**config.mk**
```make
export PLATFORM = sky130hd
export DESIGN_NAME = sync_fifo_param_flat
export DESIGN_NICKNAME = d
export VERILOG_FILES = /design/src/rtl/sync_fifo_param_if.sv /design/src/rtl/sync_fifo_param.sv /design/src/flat_wrapper.sv
export SDC_FILE = /design/constraint.sdc
export NUM_CORES = 1
export LEC_CHECK = 0
export CAP_MARGIN = 20
export CORE_MARGIN = 4
export CORE_UTILIZATION = 45
export DETAILED_ROUTE_END_ITERATION = 7
export GPL_TIMING_DRIVEN = 0
export PLACE_DENSITY = 0.68
export SETUP_SLACK_MARGIN = 0.5
export SKIP_CTS_REPAIR_TIMING = 1
export SLEW_MARGIN = 15
export SYNTH_ARGS = -nofsm -noshare
export SYNTH_HDL_FRONTEND = slang
export SYNTH_SLANG_ARGS = --single-unit
export TNS_END_PERCENT = 20
```
**constraint.sdc**
```tcl
create_clock -name clk -period 6.4 [get_ports clk]
set_input_delay 0.96 -clock clk [delete_from_list [all_inputs] [get_ports clk]]
set_output_delay 0.96 -clock clk [all_outputs]
set_load 0.01 [all_outputs]
```
**src/rtl/sync_fifo_param_if.sv**
```systemverilog
// Write/read handshake bundle for sync_fifo_param.
// The producer/consumer side uses master, the FIFO uses slave.
interface sync_fifo_param_if #(
  parameter int W = 8,
  parameter int D = 4
);
  localparam int CW = $clog2(D) + 1;

  logic [W-1:0]  wr_data;
  logic          wr_en;
  logic          wr_full;
  logic          wr_almost_full;
  logic [W-1:0]  rd_data;
  logic          rd_en;
  logic          rd_empty;
  logic          rd_almost_empty;
  logic [CW-1:0] count;
  logic          wr_overflow;
  logic          rd_underflow;

  modport master (
    output wr_data, wr_en, rd_en,
    input  wr_full, wr_almost_full, rd_data, rd_empty, rd_almost_empty,
           count, wr_overflow, rd_underflow
  );

  modport slave (
    input  wr_data, wr_en, rd_en,
    output wr_full, wr_almost_full, rd_data, rd_empty, rd_almost_empty,
           count, wr_overflow, rd_underflow
  );
endinterface

```
**src/rtl/sync_fifo_param.sv**
```systemverilog
// Parametrised single-clock show-ahead FIFO with registered occupancy,
// almost-full/almost-empty thresholds and sticky overflow/underflow flags.
module sync_fifo_param #(
  parameter int W         = 8,
  parameter int D         = 4,
  parameter int AF_THRESH = D - 1,
  parameter int AE_THRESH = 1
) (
  input logic              clk,
  input logic              reset,
  sync_fifo_param_if.slave bus
);
  localparam int AW = $clog2(D);
  localparam int PW = AW + 1;
  localparam logic [PW-1:0] AF_T = PW'(AF_THRESH);
  localparam logic [PW-1:0] AE_T = PW'(AE_THRESH);

  logic [W-1:0]  r_mem [D];
  logic [PW-1:0] r_wr_ptr, r_rd_ptr;
  logic [PW-1:0] r_count;
  logic          r_empty, r_full, r_afull, r_aempty;
  logic          r_ovf, r_udf;

  logic          w_write, w_read;
  logic [PW-1:0] w_wr_nxt, w_rd_nxt, w_cnt_nxt;

  assign w_write = bus.wr_en & ~r_full;
  assign w_read  = bus.rd_en & ~r_empty;

  // Reset folds into the next pointers so all flags derive their reset value
  // from the same equations that run in normal operation.
  always_comb begin
    w_wr_nxt = r_wr_ptr + PW'(w_write);
    w_rd_nxt = r_rd_ptr + PW'(w_read);
    if (reset) begin
      w_wr_nxt = '0;
      w_rd_nxt = '0;
    end
  end

  assign w_cnt_nxt = w_wr_nxt - w_rd_nxt;

  always_ff @(posedge clk) begin
    r_wr_ptr <= w_wr_nxt;
    r_rd_ptr <= w_rd_nxt;
    r_count  <= w_cnt_nxt;
    r_empty  <= (w_wr_nxt == w_rd_nxt);
    r_full   <= (w_wr_nxt[AW-1:0] == w_rd_nxt[AW-1:0]) &&
                (w_wr_nxt[AW] != w_rd_nxt[AW]);
    r_afull  <= (w_cnt_nxt >= AF_T);
    r_aempty <= (w_cnt_nxt <= AE_T);
    if (reset) begin
      r_ovf <= 1'b0;
      r_udf <= 1'b0;
    end else begin
      r_ovf <= r_ovf | (bus.wr_en & r_full);
      r_udf <= r_udf | (bus.rd_en & r_empty);
    end
  end

  always_ff @(posedge clk) begin
    if (w_write && !reset) r_mem[r_wr_ptr[AW-1:0]] <= bus.wr_data;
  end

  assign bus.rd_data         = r_mem[r_rd_ptr[AW-1:0]];
  assign bus.rd_empty        = r_empty;
  assign bus.wr_full         = r_full;
  assign bus.wr_almost_full  = r_afull;
  assign bus.rd_almost_empty = r_aempty;
  assign bus.count           = r_count;
  assign bus.wr_overflow     = r_ovf;
  assign bus.rd_underflow    = r_udf;
endmodule

```
**src/flat_wrapper.sv**
```systemverilog
// flat-port wrapper written by rule: the top's interface ports become plain ports
module sync_fifo_param_flat 
#(
  parameter int W         = 8,
  parameter int D         = 4,
  parameter int AF_THRESH = D - 1,
  parameter int AE_THRESH = 1
)
  (clk, reset, bus_wr_data, bus_wr_en, bus_rd_en, bus_wr_full, bus_wr_almost_full, bus_rd_data, bus_rd_empty, bus_rd_almost_empty, bus_count, bus_wr_overflow, bus_rd_underflow);
  sync_fifo_param_if #(.W(W), .D(D)) bus_i ();
  input logic clk;
  input logic reset;
  input wire logic [$bits(bus_i.wr_data)-1:0] bus_wr_data;
  input wire logic [$bits(bus_i.wr_en)-1:0] bus_wr_en;
  input wire logic [$bits(bus_i.rd_en)-1:0] bus_rd_en;
  output wire logic [$bits(bus_i.wr_full)-1:0] bus_wr_full;
  output wire logic [$bits(bus_i.wr_almost_full)-1:0] bus_wr_almost_full;
  output wire logic [$bits(bus_i.rd_data)-1:0] bus_rd_data;
  output wire logic [$bits(bus_i.rd_empty)-1:0] bus_rd_empty;
  output wire logic [$bits(bus_i.rd_almost_empty)-1:0] bus_rd_almost_empty;
  output wire logic [$bits(bus_i.count)-1:0] bus_count;
  output wire logic [$bits(bus_i.wr_overflow)-1:0] bus_wr_overflow;
  output wire logic [$bits(bus_i.rd_underflow)-1:0] bus_rd_underflow;
  assign bus_i.wr_data = bus_wr_data;
  assign bus_i.wr_en = bus_wr_en;
  assign bus_i.rd_en = bus_rd_en;
  assign bus_wr_full = bus_i.wr_full;
  assign bus_wr_almost_full = bus_i.wr_almost_full;
  assign bus_rd_data = bus_i.rd_data;
  assign bus_rd_empty = bus_i.rd_empty;
  assign bus_rd_almost_empty = bus_i.rd_almost_empty;
  assign bus_count = bus_i.count;
  assign bus_wr_overflow = bus_i.wr_overflow;
  assign bus_rd_underflow = bus_i.rd_underflow;
  sync_fifo_param #(.W(W), .D(D), .AF_THRESH(AF_THRESH), .AE_THRESH(AE_THRESH)) u_core (.clk(clk), .reset(reset), .bus(bus_i));
endmodule
```
# Word-level counts from Yosys, hierarchy flattened
# Memories as Yosys holds them, arrays and structs flattened. A register that Yosys moved wholly into a read port is not among the register bits.
# Cells that the tools add are included.
op_classes:
  eq_ne: 3
  addsub: 3
  muxes: 4
  bitwise: 8
  n_reduce_logical: 3
  order_cmp: 2
ops:
  columns: ["cell", "n"]
  rows:
  - ["adder 3 x 1 -> 3 bit", 2]
  - ["2-to-1 mux 3 bit", 2]
  - ["AND 1 bit", 4]
  - ["equality test 3 bit", 1]
  - ["greater-or-equal comparator 3 x 2 -> 1 bit (second input constant)", 1]
  - ["less-or-equal comparator 3 x 1 -> 1 bit (second input constant)", 1]
  - ["subtractor 3 bit", 1]
  - ["equality test 2 bit", 1]
  - ["logical AND 1 bit", 2]
  - ["2-to-1 mux 1 bit", 2]
  - ["NOT 1 bit", 2]
  - ["OR 1 bit", 2]
  - ["logical NOT 1 bit", 1]
  - ["inequality test 1 bit", 1]
word_totals:
  mem_bits_rw: 32
  regBits: 15
  input_bits: 12
  n_memories: 1
  elab_cells: 33
  output_inout_bits: 17
memory_table:
  columns: ["name", "depth", "word_bits", "rd", "rd_clocked_by_memory_dff", "wr", "line_no", "text"]
  rows:
  - ["u_core.r_mem", 4, 8, 1, 1, 1, "sync_fifo_param.sv:18", "logic [W-1:0] r_mem [D];"]

# Logic depth before layout (Yosys ltp)
# Gate-level depths: netlist (run 1).
logic_depth:
  word_depth: 6
  mapped_depth: 10
  ltp_nobuf: 10

# Least setup slack after synthesis (run 1)
# No wires, ideal clock.
synth_path:
  kind: "input port to flip-flop"
  startpoint: "in bus_wr_en"
  endpoint: "reg u_core.r_aempty, in the netlist u_core.bus.rd_almost_empty"
  cell_stages: 8
  setup_slack_ns: 3.726
  t_arrival_ns: 2.553
  path_buffers: 0
  path_cell_list: "nand2b_1 inv_1 ha_1 ha_1 nor2b_1 fa_1 nor2b_1 mux2_4"
synth_between:
  elab_chain_len: 5
synth_rtl:
  columns: ["item", "line_no", "text"]
  rows:
  - ["start, declared", "flat_wrapper.sv:14", "input wire logic [$bits(bus_i.wr_en)-1:0] bus_wr_en;"]
  - ["AND 1 bit", "sync_fifo_param.sv:27", "assign w_write = bus.wr_en & ~r_full;"]
  - ["adder 3 x 1 -> 3 bit", "sync_fifo_param.sv:33", "w_wr_nxt = r_wr_ptr + PW'(w_write);"]
  - ["2-to-1 mux 3 bit", "sync_fifo_param.sv:35", "if (reset) begin"]
  - ["named net u_core.w_wr_nxt[1]", "sync_fifo_param.sv:25", "logic [PW-1:0] w_wr_nxt, w_rd_nxt, w_cnt_nxt;"]
  - ["subtractor 3 bit", "sync_fifo_param.sv:41", "assign w_cnt_nxt = w_wr_nxt - w_rd_nxt;"]
  - ["less-or-equal comparator 3 x 1 -> 1 bit", "sync_fifo_param.sv:51", "r_aempty <= (w_cnt_nxt <= AE_T);"]
  - ["end signal, assigned", "sync_fifo_param.sv:51", null]
  - ["end, declared", "sync_fifo_param.sv:21", "logic r_empty, r_full, r_afull, r_aempty;"]
# The timed path passes the listed nets, and every way through them passes these cells.
# A chain may end at the register's enable or synchronous reset.

# Worst setup path after layout (run 1)
layout_path:
  startpoint: "in bus_wr_en"
  endpoint: "reg u_core.r_afull, in the netlist u_core.bus.wr_almost_full"
layout_between:
  elab_chain_len: 5
layout_rtl:
  columns: ["item", "line_no", "text"]
  rows:
  - ["AND 1 bit", "sync_fifo_param.sv:27", null]
  - ["adder 3 x 1 -> 3 bit", "sync_fifo_param.sv:33", null]
  - ["2-to-1 mux 3 bit", "sync_fifo_param.sv:35", null]
  - ["named net u_core.w_wr_nxt[1]", "sync_fifo_param.sv:25", null]
  - ["subtractor 3 bit", "sync_fifo_param.sv:41", null]
  - ["named net u_core.w_cnt_nxt[1]", "sync_fifo_param.sv:25", null]
  - ["greater-or-equal comparator 3 x 2 -> 1 bit", "sync_fifo_param.sv:50", "r_afull <= (w_cnt_nxt >= AF_T);"]
  - ["end signal, assigned", "sync_fifo_param.sv:50", null]
  - ["end, declared", "sync_fifo_param.sv:21", null]
# The timed path passes the listed nets, and every way through them passes these cells.

==> flow_metrics.py, run 1 <==
metrics = {
    "run_status": {
        "run_status": "completed",
    },
    "synthesis": {
        "syn_avg_cell_area_um2": 17.21,
        "synth_ff_type": "sky130_fd_sc_hd__edfxtp_1",
        "synth.area.top_cells": "sky130_fd_sc_hd__edfxtp_1, sky130_fd_sc_hd__dfxtp_1, sky130_fd_sc_hd__mux4_2, sky130_fd_sc_hd__ha_1, sky130_fd_sc_hd__nor2b_1",
        "yosys_warnings": 0,
        "netlist.area_leader.share_pct": 54.20,
        "synthArstFlopShare_pct": 0,
        "synth_edf_count": 32,
        "post_synth_instance_area_mm2": 0.001773,
        "synthMostInstantiatedCell": "sky130_fd_sc_hd__edfxtp_1",
        "synth_cells": 103,
        "yosysSeqAreaShare_pct": 71.14,
        "netlist_top_cells_count": "sky130_fd_sc_hd__edfxtp_1, sky130_fd_sc_hd__dfxtp_1, sky130_fd_sc_hd__nor2_1",
        "synth.net_count": 122,
        "synth_seq_cells": 47,
        "synth.lib_cells_used.distinct": 22,
        "netlist.top_cell.by_area": "sky130_fd_sc_hd__edfxtp_1",
    },
    "die": {
        "core_area_mm2": 0.003744,
        "floorplan.die.width_um": 70.77,
        "floorplan.initialDensity_pct": 47.36,
        "die_area_mm2": 0.005008,
        "die_height_um": 70.77,
        "placementRows": 22,
        "ioPinCount": 29,
    },
    "timing": {
        "timing_max_transition_violations_final": 0,
        "hold-worst-slack_ns": 0.4818,
        "fmax_mhz": 323.6,
        "finClkSkew_ns": 0.006196,
        "totalNegativeSetupSlack_ns": 0,
        "worst-slew-pin-transition_ns": 0.7513,
        "finalHoldViolCount": 0,
        "rsz_0062_raised_after_global_routing": "no",
        "layout_min_cycle_time_ns": 3.090,
        "max-slew-margin-rel_pct": 49.73,
        "final_setup_violations": 0,
        "fin_ws_ns": 3.310,
        "finalCritPeriodShare_pct": 48.28,
    },
    "setup_path": {
        "critical-path-top-delay-family": "adder cells",
        "timing.critical_path.slowest_cell_delay_ns": 0.53,
        "cp.arrival_ns": 3.28,
        "crit_top_cell": "sky130_fd_sc_hd__nor2b_1",
        "crit_path_max_fanout": 4,
        "critPathLaunchType": "input pin",
        "timing.critical_path.buf_inv": 2,
        "worstPathCellList": "clkdlybuf4s50_1 -> nand2b_1 -> inv_1 -> ha_1 -> ha_1 -> nor2b_1 -> fa_1 -> nor2b_1 -> nor2b_1 -> mux2i_1",
        "timing.critical_path.required_ns": 6.59,
        "criticalPathCategory": "in2reg",
        "critical_path_end_type": "flop",
        "critical_path.slowest_cell": "sky130_fd_sc_hd__fa_1",
    },
    "global_routing": {
        "grt_overflow_total": 0,
        "grt_pass1_vias": 994,
        "combined_global_route_utilization_of_all_metal_layers_pct": 13.24,
        "grt_first_pass_wirelength_mm": 4.816,
        "grt_max_degree": 16,
        "grt_antenna_before_repair": 0,
    },
    "detailed_routing": {
        "detail_route.wirelength_mm": 2.969,
        "antenna_violating_nets_post_route": 0,
        "routed-via-count": 939,
        "vias_per_cell": 4.968,
        "drc_violations_left": 0,
        "drt_iter0_drc": 53,
        "drtPass1Iterations": 3,
        "route.detailed.wl_per_inst_um": 15.71,
    },
    "placement": {
        "hpwlAfterDp_mm": 2.081,
        "dpl-instance-area_mm2": 0.002141,
        "dp_cells": 181,
        "post-place-ws_ns": 3.060,
        "io_buffer_count": 28,
        "gp_congestion": 0.6732,
    },
    "clock_tree": {
        "cts_inserted_buffers": 5,
        "cts_root_buffer": "sky130_fd_sc_hd__clkbuf_8",
        "numClockSinks": 47,
        "path_clk_slew_ns": 0.08,
        "cts_tree": "done",
        "clk-insertion-delay-late_ns": 0.30,
        "clock_h_tree_levels": 2,
        "cts_buffer_depth": 2,
    },
    "power_and_ir_drop": {
        "power.static_leakage_nw": 0.8147,
        "irDropWorstVdd_mv": 0.2346,
        "pwr_density_cell_mw_per_mm2": 347.6,
        "report.power.total_mw": 0.7915,
    },
    "cells_and_area": {
        "area.growth.synth_to_final_pct": 28.44,
        "final_cells": 189,
        "post-route-cell-area_mm2": 0.002277,
        "antenna_cells_inserted": 0,
        "final_layout_size_suffix_gt1_share_pct": 16.31,
        "final_nets": 159,
        "fin_util_pct": 60.83,
    },
    "worst_hold_path": {
        "min_path_type": "reg2reg",
    },
    "job": {
        "max_cap_viol": 0,
    },
}
[kinds of logic after synthesis]
group / Yosys count / synth area share (%)
flops: 47 / 71.14
fa+ha+maj: 7 / 5.363
simple gates: 25 / 7.622
buf+inv: 8 / 1.764
mux: 10 / 11.57
xor+xnor: 4 / 1.976
compound gates: 2 / 0.5646
[placed cells by master (no fill, tap or decap), types with 4 or more instances in the layout]
cell type and instances:
sky130_fd_sc_hd__clkbuf_8 5, sky130_fd_sc_hd__clkdlybuf4s50_1 28, sky130_fd_sc_hd__dfxtp_1 15, sky130_fd_sc_hd__edfxtp_1 32, sky130_fd_sc_hd__ha_1 6, sky130_fd_sc_hd__inv_1 5, sky130_fd_sc_hd__mux4_2 8, sky130_fd_sc_hd__nor2_1 9
sky130_fd_sc_hd__nor2b_1 6, sky130_fd_sc_hd__xnor2_1 4
[final timing paths]
path,start,end,slack [ns],cells after the start
worst max-delay path,bus_wr_en,u_core.bus.wr_almost_full,3.31,10
worst max register to register,u_core.bus.wr_full,u_core.bus.wr_almost_full,4.00,9
worst min-delay path,u_core.bus.rd_underflow,u_core.bus.rd_underflow,0.48,2
worst min register to register,u_core.bus.rd_underflow,u_core.bus.rd_underflow,0.48,2
[tightest hold or removal path, stage by stage (launching register included)]
cell	delay, ns
sky130_fd_sc_hd__dfxtp_1	0.34
sky130_fd_sc_hd__a21oi_1	0.05
sky130_fd_sc_hd__nor2_1	0.07
[routing by layer]
| metal | up-vias | routed length (um) | part of all wire, % | global-route usage (%) |
|---|---|---|---|---|
| met5 | - | 0 | 0 | 0 |
| met4 | 0 | 76 | 2.6 | 8.142 |
| met3 | 7 | 125 | 4.2 | 4.403 |
| met2 | 21 | 1563 | 53 | 22.25 |
| met1 | 461 | 1203 | 41 | 14.39 |
| li1 | 450 | - | - | - |
[registers in the layout, indices dropped and copies added, names as in the netlist]
| name | flops |
|---|---|
| u_core.r_mem | 32 |
| u_core.bus.count | 3 |
| u_core.r_rd_ptr | 3 |
| u_core.r_wr_ptr | 3 |
| u_core.bus.rd_almost_empty | 1 |
| u_core.bus.rd_empty | 1 |
| u_core.bus.rd_underflow | 1 |
| u_core.bus.wr_almost_full | 1 |
| u_core.bus.wr_full | 1 |
| u_core.bus.wr_overflow | 1 |
[power by group]
group	internal, mW	switching, mW
sequential	0.352	0.0109
combinational	0.103	0.0732
clock	0.156	0.0963
total	0.611	0.180
[area by class of cell]
type                       count  area, um2
fill                         294       1466
sequential                    47       1261
multi-input combinational     48      493.0
timing repair buffer          30      295.3
clock buffer                   5      68.82
clock inverter                 3      67.56
tap                           48      60.06
inverter                       5      18.77
buffer                         3      12.51
Power figures use the tool's default switching activity.
==> run 2: changes to the inputs <==
==> constraint.sdc (replaced) <==
create_clock -name clk -period 3.2 [get_ports clk]
set_input_delay 0.48 -clock clk [delete_from_list [all_inputs] [get_ports clk]]
set_output_delay 0.48 -clock clk [all_outputs]
set_load 0.01 [all_outputs]
==> flow_metrics.py, run 2 (same netlist as run 1, synthesis figures left out) <==
metrics = {
    "run_status": {
        "run_status": "completed",
    },
    "global_routing": {
        "grt_overflow_total": 0,
        "grt_pass1_vias": 994,
        "combined_global_route_utilization_of_all_metal_layers_pct": 13.24,
        "grt_max_degree": 16,
        "grt_antenna_before_repair": 0,
        "grt_first_pass_wirelength_mm": 4.816,
    },
    "worst_hold_path": {
        "hold_end": "u_core.bus.rd_underflow",
        "min_from": "u_core.bus.rd_underflow",
        "timing.hold.worst_path_depth": 2,
        "min_path_type": "reg2reg",
    },
    "placement": {
        "gp_congestion": 0.6732,
        "hpwlAfterDp_mm": 2.081,
        "post-place-ws_ns": 0.3399,
        "dp_cells": 181,
        "io_buffer_count": 28,
    },
    "clock_tree": {
        "cts_buffer_depth": 2,
        "cts_root_buffer": "sky130_fd_sc_hd__clkbuf_8",
        "cts_tree": "done",
        "clk-insertion-delay-late_ns": 0.30,
        "numClockSinks": 47,
        "path_clk_slew_ns": 0.08,
        "clock_h_tree_levels": 2,
        "cts_inserted_buffers": 5,
    },
    "power_and_ir_drop": {
        "power_switching_share_pct": 22.77,
        "p_clk_share_pct": 31.8,
        "comb_power_share_pct": 22.3,
        "pwr_density_cell_mw_per_mm2": 694.4,
        "irDropWorstVdd_mv": 0.4692,
        "total_switching_power_mw": 0.3605,
        "power.static_leakage_nw": 0.8150,
        "sequentialPowerShare_pct": 45.9,
        "report.power.total_mw": 1.583,
        "cell_internal_pwr_mw": 1.222,
    },
    "setup_path": {
        "crit-reg2reg-launch": "u_core.bus.wr_full",
        "critPathLaunchType": "input pin",
        "critical-path-top-delay-family": "adder cells",
        "crit_top_cell": "sky130_fd_sc_hd__ha_1",
        "criticalPathCategory": "in2reg",
        "crit_path_max_fanout": 4,
        "timing.rr.end": "u_core.bus.rd_almost_empty",
        "timing.critical_path.slowest_cell_delay_ns": 0.59,
        "worst-r2r-setup-slack_ns": 0.88,
        "timing.critical_path.required_ns": 3.39,
        "worstPathCellList": "clkdlybuf4s50_1 -> nand2b_1 -> inv_1 -> ha_1 -> ha_1 -> nor2b_2 -> fa_1 -> nor2b_1 -> mux2_4",
        "worst-r2r-cell-count": 8,
        "critical_path.slowest_cell": "sky130_fd_sc_hd__fa_1",
        "cp.arrival_ns": 2.73,
        "critical_path_end_type": "flop",
        "timing.critical_path.buf_inv": 2,
    },
    "cells_and_area": {
        "fin_util_pct": 60.90,
        "layout.cells.most_common": "sky130_fd_sc_hd__edfxtp_1",
        "area.growth.synth_to_final_pct": 28.58,
        "largest_reg_flops": 32,
        "antenna_cells_inserted": 0,
        "final_layout_size_suffix_gt1_share_pct": 17.02,
        "final_cells": 189,
        "final_nets": 159,
        "layout.cells.most_common_list": "sky130_fd_sc_hd__edfxtp_1, sky130_fd_sc_hd__clkdlybuf4s50_1, sky130_fd_sc_hd__dfxtp_1",
    },
    "detailed_routing": {
        "antenna_violating_nets_post_route": 0,
        "drc_violations_left": 0,
        "route.detailed.wl_per_inst_um": 15.68,
        "vias_per_cell": 5.000,
        "routed-via-count": 945,
        "drtPass1Iterations": 4,
        "drt_iter0_drc": 52,
        "detail_route.wirelength_mm": 2.963,
    },
    "timing": {
        "finalHoldViolCount": 0,
        "fmax_mhz": 394.1,
        "layout_min_cycle_time_ns": 2.537,
        "max-slew-margin-rel_pct": 49.67,
        "rsz_0062_raised_after_global_routing": "no",
        "fin_ws_ns": 0.6628,
        "finClkSkew_ns": 0.006104,
        "finalCritPeriodShare_pct": 79.29,
        "timing_max_transition_violations_final": 0,
        "final_setup_violations": 0,
        "totalNegativeSetupSlack_ns": 0,
        "worst-slew-pin-transition_ns": 0.7522,
    },
    "die": {
        "ioPinCount": 29,
        "floorplan.initialDensity_pct": 47.36,
        "placementRows": 22,
        "floorplan.die.width_um": 70.77,
        "die_area_mm2": 0.005008,
        "die_height_um": 70.77,
        "core_area_mm2": 0.003744,
    },
    "job": {
        "max_cap_viol": 0,
    },
}
-- run 2: metal layers --
metal  up-vias  routed length [um]  track usage, %
li1        450                   -               -
met1       465                1191           14.39
met2        23                1563           22.25
met3         7                 131           4.403
met4         0                  76           8.142
met5         -                   0               0
-- run 2: tightest hold or removal path, cell delays in order, from the launching register on --
cell                      delay [ns]
sky130_fd_sc_hd__dfxtp_1        0.34
sky130_fd_sc_hd__a21oi_1        0.05
sky130_fd_sc_hd__nor2_1         0.07
-- run 2: worst max path at each step --
stage	slack, ns	to	depth (start not counted)	start
5_1_grt	0.57	u_core.bus.rd_almost_empty	9	bus_wr_en
6_report	0.66	u_core.bus.rd_almost_empty	9	bus_wr_en
3_5_place_dp	0.34	u_core.bus.wr_almost_full	10	bus_wr_en
3_3_place_gp	-0.12	u_core.r_mem[1][1]	3	reset
4_1_cts	0.58	u_core.bus.wr_almost_full	10	bus_wr_en
2_1_floorplan	1.01	u_core.bus.rd_almost_empty	8	bus_wr_en
-- run 2: through the flow --
stage | instance area [um2] | hold WS, ns
6_report | 2280 | 0.4835
5_1_grt | 2280 | 0.5365
4_1_cts | 2277 | 0.4874
3_5_place_dp | 2141 | 0.4648
3_3_place_gp | 2113 | 0.4595
2_1_floorplan | 1773 | 0.4901
-- run 2: power by group through the flow --
stage / clock network (mW) / registers [mW] / logic, mW
after floorplan: 0 / 0.756 / 0.167
after global placement: 0 / 0.737 / 0.347
after detailed placement: 0 / 0.741 / 0.356
after CTS: 0.513 / 0.728 / 0.361
after global routing: 0.547 / 0.734 / 0.380
final: 0.504 / 0.727 / 0.353
-- run 2: final cells by class --
cell class	count	area [um2]
sequential	47	1261
tap	48	60.06
clock buffer	5	68.82
inverter	5	18.77
clock inverter	3	67.56
fill	293	1464
timing repair buffer	30	295.3
buffer	3	12.51
multi-input combinational	48	495.5
==> run 3: changes to the inputs <==
==> constraint.sdc (replaced) <==
create_clock -name clk -period 2.5 [get_ports clk]
set_input_delay 0.375 -clock clk [delete_from_list [all_inputs] [get_ports clk]]
set_output_delay 0.375 -clock clk [all_outputs]
set_load 0.01 [all_outputs]
==> flow_metrics.py, run 3 (same netlist as run 1, synthesis figures left out) <==
metrics = {
    "timing": {
        "finalHoldViolCount": 0,
        "max-slew-margin-rel_pct": 45.13,
        "fmax_mhz": 451.0,
        "finClkSkew_ns": 0.004314,
        "final_setup_violations": 0,
        "fin_ws_ns": 0.2827,
        "worst-slew-pin-transition_ns": 0.8200,
        "rsz_0062_raised_after_global_routing": "yes",
        "timing_max_transition_violations_final": 0,
        "layout_min_cycle_time_ns": 2.217,
        "finalCritPeriodShare_pct": 88.69,
    },
    "detailed_routing": {
        "route.detailed.wl_per_inst_um": 15.65,
        "drt_iter0_drc": 23,
        "antenna_violating_nets_post_route": 0,
        "vias_per_cell": 4.892,
        "routed-via-count": 949,
        "drc_violations_left": 0,
        "drtPass1Iterations": 4,
        "detail_route.wirelength_mm": 3.036,
    },
    "clock_tree": {
        "numClockSinks": 47,
        "cts_tree": "done",
        "clock_h_tree_levels": 2,
        "clk-insertion-delay-late_ns": 0.30,
        "cts_root_buffer": "sky130_fd_sc_hd__clkbuf_8",
        "path_clk_slew_ns": 0.08,
        "cts_inserted_buffers": 5,
        "cts_buffer_depth": 2,
    },
    "global_routing": {
        "grt_overflow_total": 0,
        "grt_max_degree": 15,
        "combined_global_route_utilization_of_all_metal_layers_pct": 12.84,
        "grt_first_pass_wirelength_mm": 4.698,
        "grt_pass1_vias": 990,
        "grt_antenna_before_repair": 0,
    },
    "power_and_ir_drop": {
        "pwr_density_cell_mw_per_mm2": 799.8,
        "report.power.total_mw": 1.860,
        "power.static_leakage_nw": 0.8970,
        "irDropWorstVdd_mv": 0.6200,
    },
    "cells_and_area": {
        "layout.cells.most_common_list": "sky130_fd_sc_hd__edfxtp_1, sky130_fd_sc_hd__clkdlybuf4s50_1, sky130_fd_sc_hd__dfxtp_1",
        "largest_reg_flops": 32,
        "layout.cells.most_common": "sky130_fd_sc_hd__edfxtp_1",
        "final_nets": 164,
        "fin_util_pct": 62.13,
        "final_layout_size_suffix_gt1_share_pct": 24.66,
        "antenna_cells_inserted": 0,
        "area.growth.synth_to_final_pct": 31.19,
        "fill_cells": 287,
    },
    "setup_path": {
        "critPathLaunchType": "input pin",
        "crit_path_max_fanout": 10,
        "timing.critical_path.slowest_cell_delay_ns": 0.56,
        "cp.arrival_ns": 2.41,
        "timing.critical_path.required_ns": 2.69,
        "critical_path.slowest_cell": "sky130_fd_sc_hd__clkdlybuf4s50_1",
        "critical_path_end_type": "flop",
        "criticalPathCategory": "in2reg",
        "worstPathCellList": "clkdlybuf4s50_1 -> clkbuf_2 -> nor2b_2 -> ha_1 -> inv_1 -> fa_2 -> nor2b_4 -> nor2b_1 -> mux2i_1",
    },
    "die": {
        "die_height_um": 70.77,
        "die_area_mm2": 0.005008,
        "placementRows": 22,
        "floorplan.die.width_um": 70.77,
        "floorplan.initialDensity_pct": 47.36,
        "ioPinCount": 29,
        "core_area_mm2": 0.003744,
    },
    "placement": {
        "gp_congestion": 0.6791,
        "hpwlAfterDp_mm": 2.053,
        "io_buffer_count": 28,
        "post-place-ws_ns": -0.2245,
    },
    "worst_hold_path": {
        "min_path_type": "in2reg",
    },
    "run_status": {
        "run_status": "completed",
    },
    "job": {
        "max_cap_viol": 0,
    },
}
-- run 3: cell types whose count changed in the layout (fill, tap and decap cells not counted), moves of 2 or more --
cell	previous run	this run
sky130_fd_sc_hd__clkdlybuf4s50_1	28	22
sky130_fd_sc_hd__dlymetal6s2s_1	0	6
sky130_fd_sc_hd__buf_4	2	5
sky130_fd_sc_hd__nor2b_1	5	2
sky130_fd_sc_hd__nor2b_4	0	3
sky130_fd_sc_hd__bufinv_16	2	0
sky130_fd_sc_hd__clkbuf_2	0	2
sky130_fd_sc_hd__nand2b_1	3	1
sky130_fd_sc_hd__nand2b_4	0	2
-- run 3: cell type report --
class | count | area, um2 | area share (%)
clock buffers | 6 | 72.57 | 3.120
flip-flops and latches | 47 | 1262 | 54.28
plain buffers | 3 | 25.02 | 1.076
well taps | 48 | 60.06 | 2.582
clock inverters | 2 | 8.758 | 0.3765
inverters | 5 | 18.77 | 0.8069
repair buffers | 35 | 342.8 | 14.74
multi-input cells | 48 | 535.5 | 23.02
-- run 3: metrics by stage --
step	hold WS [ns]	cells	TNS, ns	area, um2
finish	0.3479	194	0	2326
global route	0.3994	194	0	2326
CTS	0.4987	189	0	2238
detailed placement	0.4708	181	-0.3264	2157
global placement	0.4510	179	-11.44	2135
floorplan	0.4739	103	0	1794
-- run 3: worst paths after layout --
check | from | to | slack [ns] | depth (start not counted)
max | reset | u_core.bus.wr_almost_full | 0.28 | 9
min | bus_rd_en | u_core.bus.rd_underflow | 0.35 | 3
min reg2reg | u_core.bus.rd_underflow | u_core.bus.rd_underflow | 0.49 | 2
max reg2reg | u_core.bus.wr_full | u_core.bus.rd_almost_empty | 0.39 | 8
-- run 3: critical path, delay by kind of cell --
family	cells	cell delay, ns
multiplexers	1	0.07
AND/OR/NAND/NOR	3	0.34
adder cells (fa/ha/maj)	2	0.67
buffers and inverters	3	0.94
-- run 3: where the power goes --
part	leakage [nW]	total, mW	internal (mW)	switching, mW
Sequential	0.415	0.939	0.902	0.0364
Clock	0.0426	0.425	0.192	0.233
Combinational	0.440	0.496	0.300	0.196
-- run 3: layer usage --
metal	vias to the layer above	track usage [%]	routed length (um)
met5	-	0	0
met4	0	6.889	51
met3	4	4.830	139
met2	22	21.52	1608
met1	466	14.07	1236
li1	457	-	-
